[config.mk]
export PLATFORM = sky130hd
export DESIGN_NAME = cflog_write_ctrl
export DESIGN_NICKNAME = d
export VERILOG_FILES = /design/src/rtl/cflog_write_ctrl.sv
export SDC_FILE = /design/constraint.sdc
export NUM_CORES = 1
export LEC_CHECK = 0
export BUFFER_PORTS_ARGS = -buffer_cell sky130_fd_sc_hd__buf_2
export CAP_MARGIN = 20
export CORE_ASPECT_RATIO = 0.75
export CORE_MARGIN = 5
export CORE_UTILIZATION = 56
export CTS_CLUSTER_SIZE = 40
export DETAILED_ROUTE_END_ITERATION = 16
export PLACE_DENSITY = 0.93
export SLEW_MARGIN = 20
export SYNTH_ARGS = -nofsm -noshare
export SYNTH_HDL_FRONTEND = slang
export SYNTH_SLANG_ARGS = --single-unit
[constraint.sdc]
create_clock -name clk -period 2.94 [get_ports clk]
set_input_delay 0.147 -clock clk [delete_from_list [all_inputs] [get_ports clk]]
set_output_delay 0.147 -clock clk [all_outputs]
set_load 0.02 [all_outputs]
[src/rtl/cflog_write_ctrl.sv]
// cflog_write_ctrl: serialises control-flow events into the META log and drives the TCB flush handshake
module cflog_write_ctrl #(
    parameter logic [15:0] LOG_BASE  = 16'h0140,
    parameter int          LOG_WORDS = 128
) (
    input  logic        clk,
    input  logic        puc_n,
    input  logic        cf_valid,
    input  logic [15:0] cf_src,
    input  logic [15:0] cf_dest,
    input  logic        er_done,
    input  logic        flush_ack,
    output logic        cf_ready,
    output logic        log_wen,
    output logic [15:0] log_addr,
    output logic [15:0] log_data,
    output logic [15:0] cflow_log_ptr,
    output logic        flush_req,
    output logic        flush_final,
    output logic        cpu_stall,
    output logic        lost_err
);
    typedef enum logic [1:0] {IDLE, WR_SRC, WR_DST, FLUSH} state_t;

    localparam logic [8:0] FULL = 9'(LOG_WORDS);

    state_t      state, state_nxt;
    logic [8:0]  ptr;
    logic [15:0] src_q, dst_q, addr_q, data_q, wr_addr, wr_data;
    logic        pending, final_q, lost_q, wr, er_any, full_nxt;

    // next-state decode and write-port datapath
    always_comb begin
        state_nxt = state;
        wr        = (state == WR_SRC) || (state == WR_DST);
        er_any    = er_done | pending;
        full_nxt  = (ptr + 9'd1) == FULL;
        wr_addr   = LOG_BASE + {6'd0, ptr, 1'b0};
        wr_data   = (state == WR_SRC) ? src_q : dst_q;
        case (state)
            IDLE:    state_nxt = cf_valid ? WR_SRC : (er_any ? FLUSH : IDLE);
            WR_SRC:  state_nxt = WR_DST;
            WR_DST:  state_nxt = (full_nxt || er_any) ? FLUSH : IDLE;
            FLUSH:   state_nxt = flush_ack ? IDLE : FLUSH;
            default: state_nxt = IDLE;
        endcase
    end

    // state, pointer, captured event, pending er_done and sticky error registers
    always_ff @(posedge clk) begin
        if (!puc_n) begin
            state   <= IDLE;
            ptr     <= '0;
            src_q   <= '0;
            dst_q   <= '0;
            addr_q  <= LOG_BASE;
            data_q  <= '0;
            pending <= 1'b0;
            final_q <= 1'b0;
            lost_q  <= 1'b0;
        end else begin
            state <= state_nxt;
            if (wr) begin
                ptr    <= ptr + 9'd1;
                addr_q <= wr_addr;
                data_q <= wr_data;
            end else if (state == FLUSH && flush_ack) begin
                ptr <= '0;
            end
            if (state == IDLE && cf_valid) begin
                src_q <= cf_src;
                dst_q <= cf_dest;
            end
            if (state_nxt == FLUSH && state != FLUSH) begin
                final_q <= er_any;
                pending <= 1'b0;
            end else if (er_done) begin
                pending <= 1'b1;
            end
            if (cf_valid && state != IDLE)
                lost_q <= 1'b1;
        end
    end

    assign cf_ready      = state == IDLE;
    assign cpu_stall     = state == FLUSH;
    assign flush_req     = state == FLUSH;
    assign flush_final   = (state == FLUSH) & final_q;
    assign log_wen       = wr;
    assign log_addr      = wr ? wr_addr : addr_q;
    assign log_data      = wr ? wr_data : data_q;
    assign cflow_log_ptr = {7'd0, ptr};
    assign lost_err      = lost_q;
endmodule

# == Word-level counts from Yosys, hierarchy flattened ==
# Index checks and enable logic that the tools add are counted.
# word_totals
in_bits,37
wordCells,40
register_bits,78
out_inout_bits,54
# classes
n_mux,10
eq_ne,6
bitwise,3
n_reduce_logical,10
n_addsub,2
# ops
operator,count
2-to-1 mux 16 bit,3
2-to-1 mux 9 bit,2
adder 9 x 10 -> 11 bit (first input constant),1
adder 9 x 1 -> 9 bit (second input constant),1
== test 9 x 8 -> 1 bit (second input constant),1
2-to-1 mux 2 bit,4
one-hot mux 2 bit (4 select lines),1
== test 2 bit (second input constant),3
logical AND 1 bit,4
nonzero test 2 bit,2
== test 2 x 1 -> 1 bit (second input constant),1
logical NOT 2 bit,1
logical OR 1 bit,2
inequality test 2 bit (second input constant),1
OR reduction 2 bit,1
AND 1 bit,1
inverter 1 bit,1
OR 1 bit,1

# == Logic depth before layout (Yosys ltp) ==
# depth
depth_word,8
mapped_depth,8
mapped_depth_nobuf,6

# == Worst setup path before layout ==
# Ideal clock, no wire load.
# synth_timing
path_type,reg-to-reg
start,reg ptr[6]
end,reg final_q
required_ns,2.820
synth_period_minus_slack_ns,2.181
setup_slack_ns,0.759
arrival_time_ns,2.062
stages_incl_launch_ff,6
setup_time_ns,0.120
n_path_buf,0
path_cell_list,dfxtp_1 ha_1 xnor2_1 or4_1 a2111o_1 o31a_1
# synth_between
elab_chain_cells,7
# synth_lines
item,line_no,rtl
start: declaration,28,logic [8:0] ptr;
start signal: assignment,64,ptr <= ptr + 9'd1;
adder 9 x 1 -> 9 bit,37,full_nxt = (ptr + 9'd1) == FULL;
== test 9 x 8 -> 1 bit,37,
logical OR 1 bit,43,WR_DST: state_nxt = (full_nxt || er_any) ? FLUSH : IDLE;
2-to-1 mux 2 bit,43,
one-hot mux 2 bit (4 select lines),40,case (state)
== test 2 bit,74,if (state_nxt == FLUSH && state != FLUSH) begin
logical AND 1 bit,74,
end signal: assignment,75,final_q <= er_any;
end: declaration,30,"logic pending, final_q, lost_q, wr, er_any, full_nxt;"
# Every way passes these cells.
# A chain may end at the register's enable or synchronous reset.

# == Worst setup path in the final report ==
# layout_timing
start,reg state[0]
end,out log_data[15]
# layout_between
elab_chain_cells,3
elab_cells_between_ends,5
classes_between,eq/ne (2); mux (2); reduce/logical (1)
# layout_lines
item,line_no,rtl
start: declaration,27,"state_t state, state_nxt;"
start signal: assignment,62,state <= state_nxt;
== test 2 x 1 -> 1 bit or == test 2 bit (tied branches),"35, 39",
2-to-1 mux 16 bit or logical OR 1 bit (tied branches),"39, 35",
2-to-1 mux 16 bit (*),--,
end: declaration,16,"output logic [15:0] log_data,"
# Every way passes the cells marked *; elsewhere a longest branch is shown, timed or not.

==> impl_metrics.env <==
export IMPL_clockRootBuffer="clkbuf_8"
export IMPL_maxCapViolCount=0
export IMPL_synth_top_area_share_pct=46.5
export IMPL_finalHoldViolations=0
export IMPL_grt_max_degree=39
export IMPL_portBuffers=83
export IMPL_critPathCaptureType="output pin"
export IMPL_cts_tree="yes"
export IMPL_rr_endpoint="final_q"
export IMPL_crit_fanout=29
export IMPL_cts_resized=0
export IMPL_cp_startpoint="state[0]"
export IMPL_cp_slowest_cell="ha_2"
export IMPL_swShare_pct=40.0
export IMPL_cp_cell_sequence="inv_1 -> ha_2 -> buf_4 -> nor2_1 -> a21oi_1 -> buf_2"
export IMPL_pin_count=91
export IMPL_finalCritPeriodShare_pct=81.0
export IMPL_vias=2898
export IMPL_min_period_ns=2.38
export IMPL_max_stage_delay_ns=0.58
export IMPL_track_usage_pct=20.7
export IMPL_dp_hpwl_um=5460
export IMPL_outcome="completed"
export IMPL_fin_cells=549
export IMPL_finClkSkew_ns=0.00889
export IMPL_p_sw_uw=1520
export IMPL_worstPathArrival_ns=2.23
export IMPL_critPathKind="reg -> out"
export IMPL_die_area_mm2=0.00766
export IMPL_initial_core_util_pct=57.7
export IMPL_htree_levels=3
export IMPL_clock_path_buffers=2
export IMPL_netlist_area_mm2=0.00336
export IMPL_overflow=0
export IMPL_grt_pass1_wl_um=12900
export IMPL_initialDrtViolationCount=150
export IMPL_holdCritPathClass="in -> reg"
export IMPL_drt_wl_total_um=7770
export IMPL_core_area_mm2=0.00583
export IMPL_synth_area_leaders="dfxtp_1 46%, a21oi_1 8.0%, nand2_1 7.8%, and2_1 6.0%, mux2i_1 5.1%"
export IMPL_die_x_um=99.4
export IMPL_setup_tns_ns=0
export IMPL_grt_pass1_vias=2837
export IMPL_combPwrFrac_pct=41.2
export IMPL_crit_path_end="log_data[15]"
export IMPL_detail_route_first_pass_iterations=4
export IMPL_vdd_drop_max_mv=0.689
export IMPL_antenna_found_initial=0
export IMPL_area_growth_pct=19.0
export IMPL_slew_headroom_pct=61.3
export IMPL_rrSetupSlack_ns=0.70
export IMPL_ant_nets=0
export IMPL_viasPerCell=5.28
export IMPL_worst_setup_path_start_kind="flop"
export IMPL_async_reset_ff_share_pct=0
export IMPL_synth_top_cell_by_area="dfxtp_1"
export IMPL_cts_hold_buf=0
export IMPL_die_height_um=77.1
export IMPL_antenna_cells=0
export IMPL_rows=24
export IMPL_fmax_mhz=420
export IMPL_clk_pin_slew_ns=0.08
export IMPL_numCtsBuffers=9
export IMPL_ys_seq_area_share_pct=46.5
export IMPL_fin_nets=509
export IMPL_post_cts_setup_buffers=0
export IMPL_yosys_warnings=0
export IMPL_fillCellCount=473
export IMPL_avgSynthCellArea_um2=8.55
export IMPL_pwr_share_clk_pct=23.5
export IMPL_layout_drive_gt1_share_pct=23.6
export IMPL_rr_worst_depth=5
export IMPL_synthFlopType="dfxtp_1"
export IMPL_clkSinkCount=78
export IMPL_setup_viol=0
export IMPL_worst_pin_slew_ns=0.580
export IMPL_p_int_uw=2280
export IMPL_slew_violations=0
export IMPL_placed_cells=533
export IMPL_power_density_mw_per_mm2=951
export IMPL_syn_inst=393
export IMPL_synth_edf_count=0
export IMPL_required_ns=2.79
export IMPL_leakagePower_uw=0.00175
export IMPL_grt_setup_unrepaired="no"
export IMPL_ys_types=47
export IMPL_place_gp_congestion=0.870
export IMPL_routedWlPerCell_um=14.2
export IMPL_clock_latency_ns=0.36
export IMPL_drc=0
export IMPL_pwr_share_seq_pct=35.4
export IMPL_rr_startpoint="ptr[6]"
export IMPL_synth_seq_cells=78
==> worst min path at each step <==
stage	from	to	cells after the start
after detailed placement	cf_dest[7]	dst_q[7]	3
after global placement	cf_src[8]	src_q[8]	3
after floorplan	cf_dest[0]	dst_q[0]	2
final	cf_src[8]	src_q[8]	3
after global routing	cf_src[7]	src_q[7]	3
after CTS	cf_dest[7]	dst_q[7]	3
==> routing by layer <==
layer,vias up,GRT usage [%],wire length (um)
met3,5,7.34,472
met5,-,0,0
met2,83,33.9,3720
li1,1447,-,-
met4,0,5.18,57
met1,1363,26.1,3520
==> cell usage in the layout (no fill, tap or decap), types with 3 or more instances in the layout <==
cell type	Yosys	layout
or2_1	3	3
nor2_1	23	23
conb_1	1	7
nor2b_1	7	7
a311oi_1	3	3
nand2_1	70	70
nor3_1	4	4
mux2i_1	17	17
o31ai_1	3	3
and2_1	32	32
inv_1	7	7
o21ai_0	5	5
ha_1	6	5
nand3_1	4	4
o21a_1	3	3
buf_2	2	83
o211ai_1	3	3
mux2_2	3	3
buf_4	9	6
clkbuf_8	0	9
mux2_1	6	6
dfxtp_1	78	78
a21oi_1	54	54
==> flip-flops by register name (all words and copies together) (netlist names) <==
name	count
addr_q	16
data_q	16
dst_q	16
final_q	1
lost_err	1
pending	1
ptr	9
src_q	16
state	2
==> power groups by stage <==
stage                     Combinational [uW]  Sequential (uW)  Clock [uW]
final                                   1560             1350         892
after global routing                    1720             1370         966
after global placement                  1520             1360           0
after detailed placement                1560             1370           0
after CTS                               1570             1340         908
after floorplan                         1120             1360           0
==> metrics by stage <==
step           area (um2)  power [uW]  utilization [%]  setup slack (ns)  hold WS (ns)
3_5_place_dp         3770        2930             64.8             0.749         0.392
6_report             4000        3800             68.6             0.558        0.0217
3_3_place_gp         3770        2880             64.8             0.839         0.388
4_1_cts              4000        3830             68.6             0.567       0.00191
2_1_floorplan        3380        2480                -             0.759         0.283
5_1_grt              4000        4060             68.6             0.377       0.00147
==> Yosys cell counts (4+ instances only) <==
cell	count
mux2_1	6
dfxtp_1	78
nor2b_1	7
ha_1	6
nor3_1	4
o21ai_0	5
and2_1	32
clkbuf_1	21
nand2_1	70
mux2i_1	17
nand3_1	4
nor2_1	23
a21oi_1	54
buf_4	9
inv_1	7
==> cell type report <==
type / count / area (um2) / share of cell area, %
clock inverters: 6 / 93.8 / 2.35
well taps: 78 / 97.6 / 2.44
flip-flops and latches: 78 / 1560 / 39.1
repair buffers: 89 / 460 / 11.5
multi-input cells: 280 / 1630 / 40.7
clock buffers: 10 / 128 / 3.19
inverters: 8 / 30.0 / 0.751
==> cells by family (layout without fill, tap and decap cells) <==
group                      Yosys count  count (layout)  synth area share [%]
AOI/OAI and AO/OA                   84              84                  14.7
xor gates and xnor gates             3               3                 0.782
adders and majority gates            6               6                  2.23
buffers and inverters               41             113                  5.88
DFF                                 78              78                  46.5
muxes                               26              26                  8.08
other                                1               7                 0.112
and+or+nand+nor                    154             154                  21.7
==> critical path: cells and delay by family, from the launching register on <==
family                   cells  cell delay (ns)
AO/OA/AOI/OAI                1             0.19
adder cells (fa/ha/maj)      1             0.58
AND/OR/NAND/NOR              1             0.09
buffers and inverters        3             0.65
flip-flops                   1             0.37
Power figures use the tool's default switching activity.
